**src/rtl/mult_pkg.sv**
```systemverilog
// mult_pkg: shared widths, iteration count and FSM encoding for the shift-add multiplier
package mult_pkg;
    localparam int WIDTH      = 8;
    localparam int COUNT_W    = 4;
    localparam int ITERATIONS = 8;
    typedef enum logic [1:0] {
        IDLE = 2'd0,
        CALC = 2'd1,
        DONE = 2'd2
    } state_t;
endpackage

```
**src/rtl/eight_bit_adder_module.sv**
```systemverilog
// eight_bit_adder_module: ripple-carry adder producing sum and carry-out
module eight_bit_adder_module
    import mult_pkg::*;
(
    input  logic [WIDTH-1:0] a,
    input  logic [WIDTH-1:0] b,
    input  logic             cin,
    output logic [WIDTH-1:0] sum,
    output logic             cout
);
    logic [WIDTH:0] c;
    assign c[0] = cin;
    for (genvar i = 0; i < WIDTH; i++) begin : g_bit
        assign sum[i]   = a[i] ^ b[i] ^ c[i];
        assign c[i + 1] = (a[i] & b[i]) | (c[i] & (a[i] ^ b[i]));
    end
    assign cout = c[WIDTH];
endmodule

```
**src/rtl/shift_add_multiplier_8bit.sv**
```systemverilog
// shift_add_multiplier_8bit: sequential unsigned 8x8 multiplier, one adder pass per multiplier bit
module shift_add_multiplier_8bit
    import mult_pkg::*;
(
    input  logic                 clk,
    input  logic                 reset,
    input  logic                 start,
    input  logic [WIDTH-1:0]     multiplicand,
    input  logic [WIDTH-1:0]     multiplier,
    output logic                 busy,
    output logic                 done,
    output logic [2*WIDTH-1:0]   product
);
    state_t               state_q, state_d;
    logic [WIDTH-1:0]     a_q, a_d, q_q, q_d, m_q, m_d;
    logic [COUNT_W-1:0]   count_q, count_d;
    logic [2*WIDTH-1:0]   product_q, product_d;
    logic [WIDTH-1:0]     sum;
    logic                 cout;

    eight_bit_adder_module u_adder (
        .a    (a_q),
        .b    (q_q[0] ? m_q : '0),
        .cin  (1'b0),
        .sum  (sum),
        .cout (cout)
    );

    always_comb begin
        state_d   = state_q;
        a_d       = a_q;
        q_d       = q_q;
        m_d       = m_q;
        count_d   = count_q;
        product_d = product_q;
        busy      = 1'b0;
        done      = 1'b0;
        case (state_q)
            IDLE, DONE: begin
                done    = (state_q == DONE);
                state_d = IDLE;
                if (start) begin
                    m_d     = multiplicand;
                    q_d     = multiplier;
                    a_d     = '0;
                    count_d = '0;
                    state_d = CALC;
                end
            end
            CALC: begin
                busy       = 1'b1;
                // carry-out lands in A's MSB as the 17-bit {c,s,Q} shifts right
                {a_d, q_d} = {cout, sum, q_q[WIDTH-1:1]};
                count_d    = count_q + COUNT_W'(1);
                if (count_q == COUNT_W'(ITERATIONS - 1)) begin
                    product_d = {cout, sum, q_q[WIDTH-1:1]};
                    state_d   = DONE;
                end
            end
            default: state_d = IDLE;
        endcase
    end

    always_ff @(posedge clk) begin
        if (reset) begin
            state_q   <= IDLE;
            a_q       <= '0;
            q_q       <= '0;
            m_q       <= '0;
            count_q   <= '0;
            product_q <= '0;
        end else begin
            state_q   <= state_d;
            a_q       <= a_d;
            q_q       <= q_d;
            m_q       <= m_d;
            count_q   <= count_d;
            product_q <= product_d;
        end
    end

    assign product = product_q;
endmodule
```
**config.mk**
```make
export PLATFORM = sky130hd
export DESIGN_NAME = shift_add_multiplier_8bit
export DESIGN_NICKNAME = d
export VERILOG_FILES = /design/src/rtl/mult_pkg.sv /design/src/rtl/eight_bit_adder_module.sv /design/src/rtl/shift_add_multiplier_8bit.sv
export SDC_FILE = /design/constraint.sdc
export NUM_CORES = 1
export LEC_CHECK = 0
export ABC_AREA = 1
export CAP_MARGIN = 20
export CORE_ASPECT_RATIO = 0.8
export CORE_MARGIN = 3
export CORE_UTILIZATION = 55
export DETAILED_ROUTE_END_ITERATION = 12
export PLACE_DENSITY = 0.82
export SYNTH_ARGS = -nofsm -noshare
export SYNTH_HDL_FRONTEND = slang
export SYNTH_SLANG_ARGS = --single-unit
export TNS_END_PERCENT = 30
```
**constraint.sdc**
```tcl
create_clock -name clk -period 9.1 [get_ports clk]
set_input_delay 1.82 -clock clk [delete_from_list [all_inputs] [get_ports clk]]
set_output_delay 1.82 -clock clk [all_outputs]
set_load 0.01 [all_outputs]
```
* Yosys cells after proc, flatten, opt, wreduce, memory -nomap -nowiden *
Index checks and enable logic that the tools add are counted.

storage, ports and cells
  register bits after elaboration = 46
  output and inout port bits = 18

operators by class
  add/sub/neg operators = 1
  equality and inequality tests = 5
  multiplexer cells = 12
  bitwise operators = 37
  reduce and logical (&&, ||, !) cells = 6

operator list
  kind                 number
  $pmux 8 s2           2
  $mux 8               3
  $and 1x1->1          15
  $xor 1x1->1          15
  $pmux 4 s2           1
  $or 1x1->1           7
  $reduce_and 2->1     3
  $add 4x1->4 const B  1
  $eq 4x3->1 const B   1
  $mux 4               1
  $ne 2x2->1 const B   2
  $pmux 2 s2           1
  $mux 1               3
  $eq 2x1->1 const B   1
  $eq 2x2->1 const B   1
  $logic_not 2->1      1
  $mux 2               1
  $reduce_bool 2->1    1
  $reduce_or 2->1      1

* Logic depth before layout (Yosys ltp) *
  word-level depth = 17
  mapped depth = 21

* Modules after synthesis *
A second synthesis with hierarchy kept.

unflattened totals
  cells, all modules = 280
  area total of the unflattened synthesis = 2165.8 um^2

modules (own cells, without submodules)
  module                     times used  cells an instance  area an instance (um^2)  seq. area each (um^2)
  shift_add_multiplier_8bit  1           262                1968.1                   920.9
  eight_bit_adder_module     1           18                 197.7                    0.0

* Worst setup path after synthesis *
Ideal clock, no wire load.

  path kind = register to register
  start point = register q_q[0]
  end point = register product_q[14], in the netlist product[14]
  setup time = 113 ps
  arrival = 3228 ps
  data required time = 8987 ps
  setup slack = 5759 ps
  stages on the path, launching flop included = 22
  buffers on the path = 1
  period minus slack after synthesis = 3341 ps
  cells stage by stage = dfxtp_1 > clkbuf_1 > nand2_1 > inv_1 > ha_1 > inv_1 > fa_1 > inv_1 > fa_1 > inv_1 > fa_1 > inv_1 > fa_1 > inv_1 > fa_1 > inv_1 > fa_1 > inv_1 > fa_1 > inv_1 > nand4_1 > nand2_1

on the way
  cells in the longest elaborated chain, start to end = 15
  elaborated cells on any way between the ends = 28

RTL lines
  item                                               RTL line                         RTL
  start, declared                                    shift_add_multiplier_8bit.sv:15  logic [WIDTH-1:0] a_q, a_d, q_q, q_d, m_q, m_d;
  start signal, assigned                             shift_add_multiplier_8bit.sv:75  q_q <= q_d;
  $mux 8 (*)                                         shift_add_multiplier_8bit.sv:23  .b (q_q[0] ? m_q : '0),
  $and 1x1->1 / $xor 1x1->1 (equally long branches)  eight_bit_adder_module.sv:15     assign c[i + 1] = (a[i] & b[i]) | (c[i] & (a[i] ^ b[i]));
  $and 1x1->1                                        eight_bit_adder_module.sv:15
  $or 1x1->1                                         eight_bit_adder_module.sv:15
  $and 1x1->1                                        eight_bit_adder_module.sv:15
  $or 1x1->1                                         eight_bit_adder_module.sv:15
  $and 1x1->1                                        eight_bit_adder_module.sv:15
  $or 1x1->1                                         eight_bit_adder_module.sv:15
  $and 1x1->1                                        eight_bit_adder_module.sv:15
  $or 1x1->1                                         eight_bit_adder_module.sv:15
  $and 1x1->1                                        eight_bit_adder_module.sv:15
  $or 1x1->1                                         eight_bit_adder_module.sv:15
  $and 1x1->1                                        eight_bit_adder_module.sv:15
  $or 1x1->1                                         eight_bit_adder_module.sv:15
  $xor 1x1->1 (*)                                    eight_bit_adder_module.sv:14     assign sum[i] = a[i] ^ b[i] ^ c[i];
  end signal, assigned                               shift_add_multiplier_8bit.sv:78  product_q <= product_d;
  end, declared                                      shift_add_multiplier_8bit.sv:17  logic [2*WIDTH-1:0] product_q, product_d;

Every way passes the cells marked *; elsewhere a longest branch is shown, timed or not.
A chain may end at the register's enable or synchronous reset.

* Worst setup path in the final report *
  start point = register state_q[0]
  end point = output busy

on the way
  cells in the longest elaborated chain, start to end = 2

RTL lines
  item                    RTL line                         RTL
  start, declared         shift_add_multiplier_8bit.sv:14  state_t state_q, state_d;
  start signal, assigned  shift_add_multiplier_8bit.sv:73  state_q <= state_d;
  $eq 2x1->1              shift_add_multiplier_8bit.sv:38  case (state_q)
  $mux 1                  shift_add_multiplier_8bit.sv:38
  end, declared           shift_add_multiplier_8bit.sv:10  output logic busy,

Every way passes these cells.

==> flow_summary.ini <==
[placed_design]
post-dp-hpwl_um = 2910
globalplace.congestion = 0.799
post-place-ws_ns = 4.73
io_buffers = 36
dp_cells = 348

[die]
die-width_um = 76.1
die_h_um = 62.1
core_um2 = 3590
top_level_ports = 37
die_area_um2 = 4720
start_util_pct = 60.2
fp-row-count = 19

[clocking]
clk_pin_slew_ns = 0.09
cts_resized = 0
cts_buffer_depth = 2
clkLatencyLatePin_ns = 0.31
cts_setup_buffers = 0
cts_hold_buf = 0
cts_max_level = 2
cts_tree = built
root_buffer = clkbuf_8
clock_sinks = 46
cts_buffers = 5

[global_routing]
grt_pass1_vias = 1522
grt-ovfl-total = 0
grt_usage_pct = 18.8
grt_pass1_wl_um = 6800
antenna_found_initial = 0
grt_max_degree = 45

[synth]
ys.flop_type = dfxtp_1
synthDistinctLibCells = 22
synth.avg_cell_area_um2 = 7.74
yosys.area.top_type = dfxtp_1
netlist_instances = 279
synth_nets = 307
synth_area_leaders = dfxtp_1 43%, nand3_1 12%, nand2_1 8.5%, fa_1 6.5%, inv_1 5.0%
yosysMostFrequentCell = nand3_1
ys_async_sr_fraction_pct = 0
yosysWarnings = 0
synth_enable_flop_cells = 0
synth_seq_cells = 46
syn_area_um2 = 2160
yosysTopAreaCellShare_pct = 42.6
netlist_top_cells_count = 52 x nand3_1, 49 x nand2_1, 46 x dfxtp_1, 29 x inv_1
seq_area_frac_synth_pct = 42.6

[timing]
layout_setup_ws_ns = 4.98
drv_slew = 0
maxSlewHeadroom_pct = 36.8
fmax_mhz = 242
tns_ns = 0
rsz0062_at_grt = no
timing_hold_violations_final = 0
tightest_slew_ns = 0.946
holdWs_ns = 0.467
fin_crit_sh_pct = 45.3
skew_ns = 0.00833
period_minus_slack_ns = 4.12
setup_viol = 0

[cells_and_area]
antennaDiodeCount = 0
layout.cells.non_filler = 357
fill_cells = 325
utilization_pct = 72.4
area_delta_synth_final_pct = 20.2
final_net_count = 332
drive_gt1_share_pct = 5.25

[job]
drv_cap = 0

[routing]
vias = 1853
first_pass_iters = 4
ant_nets = 0
drtIter0Drc = 136
vias_per_cell = 5.19
avgRoutedWirePerCell_um = 12.2
drc = 0
wirelength_um = 4360

[critical_path]
critPathLaunchType = flip-flop
critPathRequiredTime_ns = 7.28
path_class = flip-flop to primary output
endpoint_kind = primary output
cp.arrival_ns = 2.30
crit_path_max_fanout = 30
worst_r2r_path_depth = 20

[worst_hold_path]
holdPathStages = 2
hold_path_class = flip-flop to flip-flop

[power_and_ir_drop]
leakage_nw = 1.12
power.density_nw_per_um2 = 155
peakVddDrop_mv = 0.125

[outcome]
status = finished clean
## worst max-delay path: stages, from the launching register on
cell and delay (ns):
dfxtp_1 0.57, inv_2 0.20, nor2_4 0.55, clkdlybuf4s50_1 0.67
## placed cells by master (no fill, tap or decap), types with 2 or more instances in the layout
cell type and count:
a21oi_1 20, clkbuf_8 5, clkdlybuf4s50_1 36, clkinv_2 2, dfxtp_1 46, fa_1 7
ha_1 2, inv_1 29, inv_2 3, nand2_1 49, nand3_1 52, nand4_1 16
nor2_1 20, o21ai_0 10
## routing by layer
layer	global-route usage, %	vias up	wire (um)
li1	-	958	-
met1	25.3	822	2120
met2	29.5	67	1800
met3	4.47	6	401
met4	8.53	0	44
met5	0	-	0
## flip-flops by register name, summed over array words and instances, names as in the netlist
signal / flops
state_q: 2
m_q: 8
q_q: 8
count_q: 4
product: 16
a_q: 8
## final cells by class
cell class	instances	area (um^2)	area share [%]
Timing Repair Buffer	37	388	14.9
Sequential cell	46	921	35.5
Tap cell	52	65.1	2.50
Inverter	33	124	4.77
Clock buffer	5	68.8	2.65
Clock inverter	3	40.0	1.54
Multi-Input combinational cell	181	991	38.2
## cell families after synthesis
kind of cell / Yosys count / synth area share (%)
simple gates: 141 / 30.9
buf+inv: 52 / 11.5
flops: 46 / 42.6
compound gates: 31 / 7.30
fa+ha+maj: 9 / 7.64
## power by group
part / switching, W / internal, W / leakage [nW]
registers: 0.00000654 / 0.000208 / 0.374
clock network: 0.0000683 / 0.0000808 / 0.0579
logic: 0.0000239 / 0.0000163 / 0.692
total: 0.0000987 / 0.000305 / 1.12
## per-stage QoR
stage,total power (W),instance area (um^2)
floorplan,0.000247,2160
global placement,0.000256,2460
detailed placement,0.000257,2460
CTS,0.000404,2570
global route,0.000419,2600
finish,0.000404,2600
## final timing paths
check                                from                      end  slack [ns]
setup reg to reg      q_q[0]$_SDFFE_PP0P_      a_q[6]$_SDFFE_PP0P_        5.59
hold / removal    product[8]$_SDFFE_PP0P_  product[8]$_SDFFE_PP0P_        0.47
hold reg to reg   product[8]$_SDFFE_PP0P_  product[8]$_SDFFE_PP0P_        0.47
setup / recovery  state_q[0]$_SDFFE_PP0P_                     busy        4.98
Power figures use the tool's default switching activity.
